File: src/rtl/mips_pkg.sv
// Shared definitions for the multicycle MIPS datapath: multiply/divide op codes,
// sequencer states and the main-control stall state used while the sequencer is busy.
package mips_pkg;

  localparam int MD_WIDTH = 32;

  typedef enum logic [1:0] {
    MD_MULT  = 2'b00,
    MD_MULTU = 2'b01,
    MD_DIV   = 2'b10,
    MD_DIVU  = 2'b11
  } md_op_t;

  typedef enum logic [1:0] {
    MD_IDLE = 2'd0,
    MD_CALC = 2'd1,
    MD_FIX  = 2'd2,
    MD_DONE = 2'd3
  } md_state_t;

  // Main control: R-type execute pulses Start, then parks in the stall state until Done.
  localparam logic [3:0] CTRL_EXEC_R   = 4'd6;
  localparam logic [3:0] CTRL_MD_STALL = 4'd12;

endpackage

File: src/rtl/md_negate.sv
// Combinational two's-complement negate of a W-bit value.
module md_negate #(
  parameter int W = 32
) (
  input  logic [W-1:0] din,
  output logic [W-1:0] dout
);

  assign dout = ~din + W'(1);

endmodule

File: src/rtl/mult_div_ctrl.sv
// Iterative MULT/MULTU/DIV/DIVU sequencer owning the HI/LO registers.
// Sign handling is done on magnitudes: abs on entry, sign fix-up in one extra cycle.
import mips_pkg::*;

module mult_div_ctrl #(
  parameter int WIDTH = MD_WIDTH,
  parameter int CNT_W = 6
) (
  input  logic             Clock,
  input  logic             Reset,
  input  logic             Start,
  input  logic [1:0]       Op,
  input  logic [WIDTH-1:0] A,
  input  logic [WIDTH-1:0] B,
  output logic             Busy,
  output logic             Done,
  output logic             DivZero,
  output logic [WIDTH-1:0] Hi,
  output logic [WIDTH-1:0] Lo
);

  md_state_t          state;
  logic [CNT_W-1:0]   cnt;
  logic [2*WIDTH-1:0] acc;
  logic [WIDTH-1:0]   mcand;
  logic               sign_res;
  logic               sign_a;
  logic               is_div;
  logic               div_zero_pend;

  logic [WIDTH-1:0]   neg_a, neg_b, a_mag, b_mag;
  logic [2*WIDTH-1:0] neg_prod;
  logic [WIDTH-1:0]   neg_quot, neg_rem;

  md_negate #(.W(WIDTH))   u_neg_a    (.din(A),                   .dout(neg_a));
  md_negate #(.W(WIDTH))   u_neg_b    (.din(B),                   .dout(neg_b));
  md_negate #(.W(2*WIDTH)) u_neg_prod (.din(acc),                 .dout(neg_prod));
  md_negate #(.W(WIDTH))   u_neg_quot (.din(acc[WIDTH-1:0]),      .dout(neg_quot));
  md_negate #(.W(WIDTH))   u_neg_rem  (.din(acc[2*WIDTH-1:WIDTH]), .dout(neg_rem));

  assign a_mag = (!Op[0] && A[WIDTH-1]) ? neg_a : A;
  assign b_mag = (!Op[0] && B[WIDTH-1]) ? neg_b : B;

  // Multiply step: conditional add into the upper half, carry kept in the shift.
  logic [WIDTH:0]     mul_sum;
  logic [2*WIDTH-1:0] mul_next;
  assign mul_sum  = {1'b0, acc[2*WIDTH-1:WIDTH]} + ({1'b0, mcand} & {(WIDTH+1){acc[0]}});
  assign mul_next = {mul_sum, acc[WIDTH-1:1]};

  // Divide step: restoring; rem shifted left may need WIDTH+1 bits before the trial subtract.
  logic [WIDTH:0]     rem_sh;
  logic [WIDTH+1:0]   div_diff;
  logic [2*WIDTH-1:0] div_next;
  assign rem_sh   = acc[2*WIDTH-1:WIDTH-1];
  assign div_diff = {1'b0, rem_sh} - {2'b00, mcand};
  assign div_next = div_diff[WIDTH+1] ? {acc[2*WIDTH-2:0], 1'b0}
                                      : {div_diff[WIDTH-1:0], acc[WIDTH-2:0], 1'b1};

  always_ff @(posedge Clock) begin
    if (Reset) begin
      state         <= MD_IDLE;
      cnt           <= '0;
      acc           <= '0;
      mcand         <= '0;
      sign_res      <= 1'b0;
      sign_a        <= 1'b0;
      is_div        <= 1'b0;
      div_zero_pend <= 1'b0;
      Hi            <= '0;
      Lo            <= '0;
      Busy          <= 1'b0;
      Done          <= 1'b0;
      DivZero       <= 1'b0;
    end else begin
      Done    <= 1'b0;
      DivZero <= 1'b0;
      case (state)
        MD_IDLE: begin
          if (Start) begin
            if (Op[1] && (B == '0)) begin
              div_zero_pend <= 1'b1;
              state         <= MD_DONE;
            end else begin
              is_div   <= Op[1];
              sign_res <= !Op[0] && (A[WIDTH-1] ^ B[WIDTH-1]);
              sign_a   <= !Op[0] && A[WIDTH-1];
              // Multiply: multiplier in acc low, multiplicand aside. Divide: dividend in quot, divisor aside.
              acc      <= Op[1] ? {{WIDTH{1'b0}}, a_mag} : {{WIDTH{1'b0}}, b_mag};
              mcand    <= Op[1] ? b_mag : a_mag;
              cnt      <= '0;
              state    <= MD_CALC;
            end
          end
        end
        MD_CALC: begin
          Busy <= 1'b1;
          acc  <= is_div ? div_next : mul_next;
          cnt  <= cnt + CNT_W'(1);
          if (cnt == CNT_W'(WIDTH - 1))
            state <= MD_FIX;
        end
        MD_FIX: begin
          if (is_div) begin
            Lo <= sign_res ? neg_quot : acc[WIDTH-1:0];
            Hi <= sign_a   ? neg_rem  : acc[2*WIDTH-1:WIDTH];
          end else begin
            {Hi, Lo} <= sign_res ? neg_prod : acc;
          end
          state <= MD_DONE;
        end
        MD_DONE: begin
          Done          <= 1'b1;
          DivZero       <= div_zero_pend;
          div_zero_pend <= 1'b0;
          Busy          <= 1'b0;
          state         <= MD_IDLE;
        end
        default: state <= MD_IDLE;
      endcase
    end
  end

endmodule

File: config.mk
export PLATFORM = sky130hd
export DESIGN_NAME = mult_div_ctrl
export DESIGN_NICKNAME = d
export VERILOG_FILES = /design/src/rtl/mips_pkg.sv /design/src/rtl/md_negate.sv /design/src/rtl/mult_div_ctrl.sv
export SDC_FILE = /design/constraint.sdc
export NUM_CORES = 1
export LEC_CHECK = 0
export ABC_AREA = 1
export CAP_MARGIN = 20
export CORE_MARGIN = 3
export CORE_UTILIZATION = 60
export CTS_CLUSTER_DIAMETER = 150
export DETAILED_ROUTE_END_ITERATION = 16
export PLACE_DENSITY = 0.82
export REMOVE_ABC_BUFFERS = 1
export SLEW_MARGIN = 20
export SYNTH_ARGS = -nofsm -noshare
export SYNTH_HDL_FRONTEND = slang
export SYNTH_SLANG_ARGS = --single-unit
File: constraint.sdc
create_clock -name Clock -period 3.1 [get_ports Clock]
set_input_delay 0.62 -clock Clock [delete_from_list [all_inputs] [get_ports Clock]]
set_output_delay 0.62 -clock Clock [all_outputs]
set_load 0.02 [all_outputs]
==> results.yml <==
power_and_ir_drop:
  switching_share_pct: 50.69
  pwr-share-seq_pct: 26.0
  p_int_uw: 5445
  vdd_drop_max_uv: 559.7
  comb_power_share_pct: 52.8
  p_per_area_mw_per_mm2: 540.5
  p_leak_uw: 0.01031
  finalPower_uw: 11040
  clockPowerShare_pct: 21.2
  power.switching_uw: 5597
floorplan:
  start_util_pct: 61.54
  die_y_um: 178.7
  die_w_um: 178.7
  coreArea_sq_mm: 0.02909
  dieArea_sq_mm: 0.03195
  io_pins: 136
  fp-row-count: 62
drt:
  wl_per_cell_um: 18.32
  vias: 22560
  drc_errors: 0
  first_iter_violations: 3256
  drtAntennaViolNets: 0
  wl_um: 69170
  viasPerCell: 5.975
  dr.pass1.iters: 7
sta:
  final.setup.tns_ps: 0
  max_clock_freq_ghz: 0.3395
  fin_crit_sh_pct: 95.03
  maxSlewViolCount: 0
  slew_headroom_pct: 50.13
  hold-worst-slack_ps: 459.3
  skew_ps: 19.24
  rsz0062_at_grt: "no"
  timing_hold_violations_final: 0
  worstMarginPinSlew_ps: 748.1
  setup_viol: 0
  final.min_clock_period_ps: 2946
clock_network:
  cts_tree: "yes"
  clock_latency_ps: 470
  hold_buffers: 0
  cts_made_buffers: 17
  clockBufferDepth: 2
  htree_levels: 4
  clock_sinks: 175
  cts_root_buf: "clkbuf_16"
  clkTransAtPathRegs_ps: 80
grt:
  gr-total-overflow: 0
  antenna_found_initial: 0
  grt_pass1_vias: 20530
  grt_max_degree: 86
  grt_usage_pct: 42.64
  grt_pass1_wl_um: 107400
critical_path:
  critPathMaxFanout: 5
  critical_path_class: "reg -> reg"
  reg2reg_from: "acc[0]"
  r2r_end: "Hi[4]"
  cp.arrival_ps: 3310
  rrSetupSlack_ps: 150
  startpoint_type: "flip-flop"
  r2r_cells: 14
  cp.required_ps: 3460
  endpoint_kind: "flip-flop"
placed_design:
  port_buffers: 135
  place_area_sq_mm: 0.01978
  place_hpwl_um: 53700
  gp_congestion: 1.046
status:
  outcome: "completed"
yosys:
  ys_warn_count: 0
  synth.area.top_cells: "nand2_1 21%, dfxtp_1 20%, inv_1 9.9%"
  yosysMostFrequentCell: "nand2_1"
  netlist_area_sq_mm: 0.01790
  synth_top_area_share_pct: 20.57
  syn_inst: 3275
  yosys-top-cells-count: "981 x nand2_1, 473 x inv_1, 437 x nor2_1"
  synthDistinctLibCells: 50
  async_flop_share_pct: 0
  synth_edf_count: 0
  avgSynthCellArea_sq_um: 5.467
  synth.largest_area_cell: "nand2_1"
  ys_seq_area_share_pct: 19.57
  synth_flop_cell: "dfxtp_1"
  ys_ff_latch: 175
finish:
  drive_above_1_share_pct: 4.364
  areaGrowthSynthToFinish_pct: 14.10
  finalInstanceArea_sq_mm: 0.02043
  fin_nets: 3523
  multi_input_area_sq_mm: 0.01211
  diodes: 0
  seq_area_sq_mm: 0.003505
  fill_cells: 2662
min_path:
  min_to: "DivZero"
  holdPathStages: 2
  hp-class: "reg -> reg"
  hold_start: "div_zero_pend"
flow_run:
  maxCapViolations: 0
## area by class of cell
type	count	area share [%]
tap	384	2.352
multi-input combinational	2503	59.30
clock inverter	15	1.060
clock buffer	17	2.083
timing repair buffer	200	9.194
sequential	175	17.16
inverter	481	8.851
## through the flow
step / util, % / setup slack (ps) / instances
2_1_floorplan: - / -883.8 / 3159
6_report: 70.22 / 154.2 / 3775
5_1_grt: 70.22 / 39.30 / 3775
3_3_place_gp: 67.99 / 129.4 / 3743
4_1_cts: 70.20 / 239.0 / 3775
3_5_place_dp: 67.99 / 64.44 / 3743
## worst max-delay path, stage by stage, from the launching register on
cell,delay (ps)
dfxtp_1,400
buf_4,190
inv_1,120
ha_1,350
nand3_1,270
nor2_2,270
nand3b_1,160
nor2_1,170
nand3b_1,130
nand2_1,210
o21ai_0,160
a21oi_1,140
o21ai_0,160
nand2_1,90
inv_1,40
## registers in the layout, summed over array words and instances, names as in the netlist
name and count:
Busy 1, DivZero 1, Done 1, Hi 32, Lo 32, acc 64
cnt 6, div_zero_pend 1, is_div 1, mcand 32, sign_a 1, sign_res 1
state 2
## timing repair
item	in CTS	in global routing
setup buffers	0	0
setup endpoints to repair	0	4
resized for setup	0	2
## cells in the final DEF, fill, tap and decap left out, types with 15 or more instances in the layout
| master | n |
|---|---|
| nand2_1 | 981 |
| inv_1 | 472 |
| nor2_1 | 434 |
| nand3_1 | 272 |
| a21oi_1 | 212 |
| o21ai_0 | 202 |
| dfxtp_1 | 174 |
| clkdlybuf4s50_1 | 134 |
| ha_1 | 73 |
| xor2_1 | 66 |
| buf_4 | 62 |
| nand4_1 | 53 |
| nor3_1 | 35 |
| o211ai_1 | 26 |
| o221ai_1 | 19 |
| clkbuf_16 | 17 |
| a31oi_1 | 16 |
| or2_2 | 15 |
## power by group through the flow
stage	Sequential, uW	Combinational, uW	Clock [uW]
after global placement	2880	5430	0
after floorplan	2910	3590	0
after detailed placement	2890	5540	0
after CTS	2840	5590	2330
final	2870	5830	2340
after global routing	2880	6350	2420
## worst max-delay path by stage
stage          cells past startpoint    from  slack, ps         to
2_1_floorplan                      7  is_div       -880     Hi[21]
3_3_place_gp                      12    A[7]        130    acc[26]
3_5_place_dp                      16    B[0]         60  mcand[22]
4_1_cts                           15  acc[0]        240    acc[46]
5_1_grt                           14  acc[0]         40    acc[58]
6_report                          14  acc[0]        150      Hi[4]
## routing by layer
layer / wire, um / share of wire (%) / GRT usage [%]
met5: 0 / 0 / 0
met4: 4649 / 6.7 / 24.90
met3: 8706 / 13 / 8.280
met2: 29050 / 42 / 65.24
met1: 26760 / 39 / 55.77
## kinds of logic (layout without fill, tap and decap cells)
family                   count (synthesis)  in the layout  synth area share, %
XOR/XNOR                                72             72                3.522
AO/OA/AOI/OAI                          527            527                16.44
flip-flops                             175            175                19.57
buffers and inverters                  597            713                12.88
AND/OR/NAND/NOR                       1828           1828                42.19
adder cells (fa/ha/maj)                 76             76                5.395
Note: power is estimated with default switching activity, not from simulation.
